[config.mk]
export PLATFORM = sky130hd
export DESIGN_NAME = board_line_clear
export DESIGN_NICKNAME = d
export VERILOG_FILES = /design/src/rtl/board_line_clear.sv
export SDC_FILE = /design/constraint.sdc
export NUM_CORES = 1
export LEC_CHECK = 0
export ABC_CLOCK_PERIOD_IN_PS = 3900
export BUFFER_PORTS_ARGS = -buffer_cell sky130_fd_sc_hd__buf_2
export CORE_MARGIN = 3
export CORE_UTILIZATION = 57
export CTS_BUF_LIST = sky130_fd_sc_hd__clkbuf_16
export CTS_CLUSTER_SIZE = 14
export DETAILED_ROUTE_END_ITERATION = 10
export GPL_ROUTABILITY_DRIVEN = 0
export PLACE_DENSITY = 0.82
export SLEW_MARGIN = 20
export SYNTH_ARGS = -nofsm -noshare
export SYNTH_HDL_FRONTEND = slang
export SYNTH_SLANG_ARGS = --single-unit
[constraint.sdc]
create_clock -name clock -period 3.9 [get_ports clock]
set_clock_uncertainty 0.15 [all_clocks]
set_input_delay 0.195 -clock clock [delete_from_list [all_inputs] [get_ports clock]]
set_output_delay 0.195 -clock clock [all_outputs]
set_load 0.03 [all_outputs]
[src/rtl/board_line_clear.sv]
// Line-clear engine for the Tetris board kept in processor RAM: scans bottom-up, drops full rows,
// compacts survivors downward and zero-fills the top. Shares the RAM port through a req/gnt mux.
module board_line_clear #(
    parameter int COLS       = 10,
    parameter int ROWS       = 20,
    parameter int BASE_ADDR  = 0,
    parameter int CELL_BITS  = 3,
    parameter int ADDR_WIDTH = 12
) (
    input  logic                  clock,
    input  logic                  reset,
    input  logic                  start,
    output logic                  busy,
    output logic                  done,
    output logic [4:0]            lines_cleared,
    output logic                  mem_req,
    input  logic                  mem_gnt,
    output logic [ADDR_WIDTH-1:0] mem_addr,
    output logic                  mem_wEn,
    output logic [31:0]           mem_dataIn,
    input  logic [31:0]           mem_dataOut
);

    localparam int ColW = (COLS > 1) ? $clog2(COLS) : 1;
    localparam logic [ColW-1:0] LastCol = ColW'(COLS - 1);
    localparam logic signed [5:0] LastRow = 6'(ROWS - 1);

    typedef enum logic [2:0] {
        StIdle,
        StChkRd,
        StChkCap,
        StCopyRd,
        StCopyCap,
        StCopyWr,
        StFill,
        StFinish
    } state_t;

    state_t                 state;
    logic signed [5:0]      src;
    logic signed [5:0]      dst;
    logic [ColW-1:0]        col;
    logic                   full;
    logic [4:0]             count;
    logic [CELL_BITS-1:0]   wr_color;

    logic signed [5:0]      src_dec;
    logic signed [5:0]      dst_dec;
    logic [ColW-1:0]        col_inc;
    logic                   row_full;
    state_t                 adv_state;
    logic [ADDR_WIDTH-1:0]  adv_addr;
    logic                   unused_data;

    function automatic logic [ADDR_WIDTH-1:0] cell_addr(input logic signed [5:0] row,
                                                        input logic [ColW-1:0] c);
        cell_addr = ADDR_WIDTH'(BASE_ADDR) + ADDR_WIDTH'(COLS) * ADDR_WIDTH'($unsigned(row))
                  + ADDR_WIDTH'(c);
    endfunction

    assign src_dec     = src - 6'sd1;
    assign dst_dec     = dst - 6'sd1;
    assign col_inc     = col + ColW'(1);
    assign row_full    = full & (|mem_dataOut[CELL_BITS-1:0]);
    assign unused_data = ^mem_dataOut[31:CELL_BITS];

    assign mem_req    = busy;
    assign mem_wEn    = ((state == StCopyWr) || (state == StFill)) && mem_gnt;
    assign mem_dataIn = {{(32 - CELL_BITS){1'b0}}, wr_color};

    // Where to go after both pointers step past a surviving row.
    always_comb begin
        adv_state = StChkRd;
        adv_addr  = cell_addr(src_dec, '0);
        if (src_dec[5]) begin
            if (dst_dec[5]) begin
                adv_state = StFinish;
            end else begin
                adv_state = StFill;
                adv_addr  = cell_addr(dst_dec, '0);
            end
        end
    end

    always_ff @(posedge clock) begin
        if (reset) begin
            state         <= StIdle;
            src           <= '0;
            dst           <= '0;
            col           <= '0;
            full          <= 1'b0;
            count         <= '0;
            wr_color      <= '0;
            busy          <= 1'b0;
            done          <= 1'b0;
            lines_cleared <= '0;
            mem_addr      <= '0;
        end else begin
            done <= 1'b0;
            case (state)
                StIdle: begin
                    // A start coinciding with the done pulse belongs to the finished pass.
                    if (start && !done) begin
                        src      <= LastRow;
                        dst      <= LastRow;
                        count    <= '0;
                        col      <= '0;
                        full     <= 1'b1;
                        busy     <= 1'b1;
                        mem_addr <= cell_addr(LastRow, '0);
                        state    <= StChkRd;
                    end
                end
                StChkRd: begin
                    if (mem_gnt) state <= StChkCap;
                end
                StChkCap: begin
                    if (col != LastCol) begin
                        col      <= col_inc;
                        full     <= row_full;
                        mem_addr <= cell_addr(src, col_inc);
                        state    <= StChkRd;
                    end else begin
                        col  <= '0;
                        full <= 1'b1;
                        if (row_full) begin
                            count <= count + 5'd1;
                            src   <= src_dec;
                            if (src_dec[5]) begin
                                wr_color <= '0;
                                mem_addr <= cell_addr(dst, '0);
                                state    <= StFill;
                            end else begin
                                mem_addr <= cell_addr(src_dec, '0);
                                state    <= StChkRd;
                            end
                        end else if (src != dst) begin
                            mem_addr <= cell_addr(src, '0);
                            state    <= StCopyRd;
                        end else begin
                            src      <= src_dec;
                            dst      <= dst_dec;
                            wr_color <= '0;
                            mem_addr <= adv_addr;
                            state    <= adv_state;
                        end
                    end
                end
                StCopyRd: begin
                    if (mem_gnt) state <= StCopyCap;
                end
                StCopyCap: begin
                    wr_color <= mem_dataOut[CELL_BITS-1:0];
                    mem_addr <= cell_addr(dst, col);
                    state    <= StCopyWr;
                end
                StCopyWr: begin
                    if (mem_gnt) begin
                        if (col != LastCol) begin
                            col      <= col_inc;
                            mem_addr <= cell_addr(src, col_inc);
                            state    <= StCopyRd;
                        end else begin
                            col      <= '0;
                            src      <= src_dec;
                            dst      <= dst_dec;
                            wr_color <= '0;
                            mem_addr <= adv_addr;
                            state    <= adv_state;
                        end
                    end
                end
                StFill: begin
                    if (mem_gnt) begin
                        if (col != LastCol) begin
                            col      <= col_inc;
                            mem_addr <= cell_addr(dst, col_inc);
                        end else begin
                            col <= '0;
                            dst <= dst_dec;
                            if (dst_dec[5]) begin
                                state <= StFinish;
                            end else begin
                                mem_addr <= cell_addr(dst_dec, '0);
                            end
                        end
                    end
                end
                StFinish: begin
                    lines_cleared <= count;
                    done          <= 1'b1;
                    busy          <= 1'b0;
                    state         <= StIdle;
                end
                default: state <= StIdle;
            endcase
        end
    end

endmodule

==> flow_metrics.env <==
export IMPL_syn_instance_count=627
export IMPL_num_io_pins=89
export IMPL_synth_simple_area_share=0.200
export IMPL_hp_start="mem_dataOut[1]"
export IMPL_vias=4869
export IMPL_post_cts_repair_setup_buffers=0
export IMPL_die_w_um=97.9
export IMPL_fmax_ghz=0.276
export IMPL_dpl_hpwl_mm=10.4
export IMPL_clock_tree_buffer_depth=2
export IMPL_setup_ws_ps=275
export IMPL_worstSetupPathType="register to register"
export IMPL_first_pass_iters=7
export IMPL_num_rows=32
export IMPL_cts_buffers=5
export IMPL_synth_area_per_cell_um2=7.67
export IMPL_fp_dieArea_um2=9580
export IMPL_min_period_ps=3620
export IMPL_tightest_slew_ps=964
export IMPL_nFillCells=676
export IMPL_final_cell_mix="nor2_1 (60), nand2_1 (46), dfxtp_1 (46)"
export IMPL_fin_setup_tns_ps=0
export IMPL_synth_top_family_by_area="compound AO/OA/AOI/OAI gates"
export IMPL_power_density_nw_per_um2=515
export IMPL_cts_sinks=46
export IMPL_via_per_inst=6.54
export IMPL_muxShareOfSynthArea=0.0356
export IMPL_holdBufCountCts=0
export IMPL_p_leak_nw=2.24
export IMPL_cp_max_fo=9
export IMPL_cp_cell_sequence="inv_1 > ha_1 > nand2b_1 > nor2_1 > xor2_1 > ha_1 > ha_1 > a21o_1 > a21oi_1 > o21ai_0 > o211ai_1 > o211ai_1 > nor4_1 > o31ai_1"
export IMPL_syn_area_um2=4810
export IMPL_diodes=0
export IMPL_cp_required_ps=3890
export IMPL_clk_latency_ps=290
export IMPL_max_slew_margin=0.353
export IMPL_utilization=0.636
export IMPL_core_area_um2=7970
export IMPL_die_y_um=97.9
export IMPL_grt_util_all_layers=0.280
export IMPL_first_global_vias=4565
export IMPL_drc_errors=0
export IMPL_cts_tree="built"
export IMPL_drv_cap=0
export IMPL_rsz0062_at_grt="false"
export IMPL_drive_above_1_share=0.0964
export IMPL_critPathLaunch="dst[1]$_SDFFE_PP0P_"
export IMPL_status="finished clean"
export IMPL_synth_ff_type="dfxtp_1"
export IMPL_finish_net_count=729
export IMPL_cts_max_level=2
export IMPL_period_share=0.929
export IMPL_hp_class="input port to register"
export IMPL_ys_types=64
export IMPL_post_drt_wl_per_cell_um=18.5
export IMPL_synth_edff_count=0
export IMPL_cp_top_family="adder cells"
export IMPL_drt_initial_drc_count=541
export IMPL_detail_route_antenna_nets=0
export IMPL_cts_root_buf="clkbuf_16"
export IMPL_wirelength_mm=13.8
export IMPL_crit_top_cell="ha_1"
export IMPL_grt_overflow=0
export IMPL_vdd_drop_max_v=0.000253
export IMPL_grt_max_degree=36
export IMPL_cp_slowest_cell="dfxtp_1"
export IMPL_hold_viol=0
export IMPL_cp_start_kind="register"
export IMPL_place_ws_ps=317
export IMPL_clk_pin_slew_ps=70
export IMPL_cts_resized_gates=0
export IMPL_synth_xor_area_frac=0.0819
export IMPL_setup_viol=0
export IMPL_cp_num_buf_inv=1
export IMPL_synthAdderAreaFrac=0.144
export IMPL_slowest_delay_ps=560
export IMPL_synth_warnings=0
export IMPL_maxSlewViolCount=0
export IMPL_grt_pass1_wl_mm=22.0
export IMPL_syn2layout_area_growth_pct=5.28
export IMPL_ys_ff_latch=46
export IMPL_timing_rr_start="dst[1]$_SDFFE_PP0P_"
export IMPL_antenna_found_initial=0
export IMPL_synth_async_sr_flop_share=0
export IMPL_start_util=0.604
export IMPL_yosysSeqAreaShare=0.191
export IMPL_cp_end_kind="register"
export IMPL_cp_data_arrival_time_ps=3620
export IMPL_synth_compound_area_frac=0.246
export IMPL_port_buffer_count=29
export IMPL_final_common_cell="nor2_1"
[stage by stage]
| stage | cell area [µm²] | power [mW] | instances | hold slack (ps) |
|---|---|---|---|---|
| floorplan | 4920 | 1.76 | 656 | 208 |
| global placement | 4920 | 2.08 | 737 | 285 |
| detailed placement | 4920 | 2.13 | 737 | 305 |
| CTS | 5060 | 2.56 | 745 | 40.3 |
| global route | 5060 | 2.78 | 745 | 79.2 |
| finish | 5060 | 2.61 | 745 | 36.4 |
[synth_stat cells (9+ instances only)]
cell type / count / share of area
a211oi_1: 9 / 0.014
a21oi_1: 44 / 0.046
a31oi_1: 9 / 0.012
buf_4: 32 / 0.050
clkbuf_1: 26 / 0.020
dfxtp_1: 46 / 0.19
ha_1: 44 / 0.11
inv_1: 29 / 0.023
mux2i_1: 16 / 0.033
nand2_1: 46 / 0.036
nand2b_1: 10 / 0.013
nand3_1: 11 / 0.011
nor2_1: 60 / 0.047
nor2b_1: 11 / 0.014
nor3_1: 19 / 0.020
o21ai_0: 34 / 0.035
xnor2_1: 18 / 0.033
xor2_1: 27 / 0.049
[logic make-up (layout without fill, tap and decap cells)]
family / Yosys count / count (layout)
buf+inv: 94 / 81
xor+xnor: 45 / 45
flops: 46 / 46
fa+ha+maj: 51 / 51
compound gates: 174 / 174
other cells: 1 / 30
mux: 17 / 17
simple gates: 199 / 199
[registers in the layout (all words and copies together), names as in the netlist]
register / cells
wr_color: 3
state: 3
full: 1
done: 1
lines_cleared: 5
dst: 6
count: 5
col: 4
src: 6
busy: 1
mem_addr: 11
[where the power goes]
group          switching [mW]  internal (mW)
Combinational            1.00          0.602
Clock                   0.189          0.236
Sequential             0.0696          0.513
[worst reg2reg max path, stage by stage, from the launching register on]
cell	delay (ps)
dfxtp_1	560
inv_1	240
ha_1	280
nand2b_1	110
nor2_1	50
xor2_1	170
ha_1	350
ha_1	300
a21o_1	150
a21oi_1	210
o21ai_0	110
o211ai_1	100
o211ai_1	160
nor4_1	410
o31ai_1	140
[metal layers]
metal	vias to the layer above	global-route usage	part of all wire	wire length, µm
li1	2218	-	-	-
met1	2235	0.349	0.38	5220
met2	332	0.442	0.45	6170
met3	84	0.0800	0.12	1610
met4	0	0.137	0.056	776
met5	-	0	0	0
[layout make-up]
class / instances / area [µm²] / area share
multi-input combinational: 516 / 3510 / 0.694
sequential: 46 / 921 / 0.182
timing repair buffer: 42 / 243 / 0.0479
tap: 102 / 128 / 0.0252
clock buffer: 5 / 125 / 0.0247
inverter: 31 / 116 / 0.0230
clock inverter: 3 / 17.5 / 0.00346
[worst paths after layout]
kind	slack (ps)	cells after the start	end
worst min register to register	320	2	mem_addr[9]$_SDFFE_PP0P_
worst max-delay path	280	14	mem_addr[9]$_SDFFE_PP0P_
worst min-delay path	40	3	wr_color[1]$_SDFFE_PP0P_
worst max register to register	280	14	mem_addr[9]$_SDFFE_PP0P_
Power figures use the tool's default switching activity.
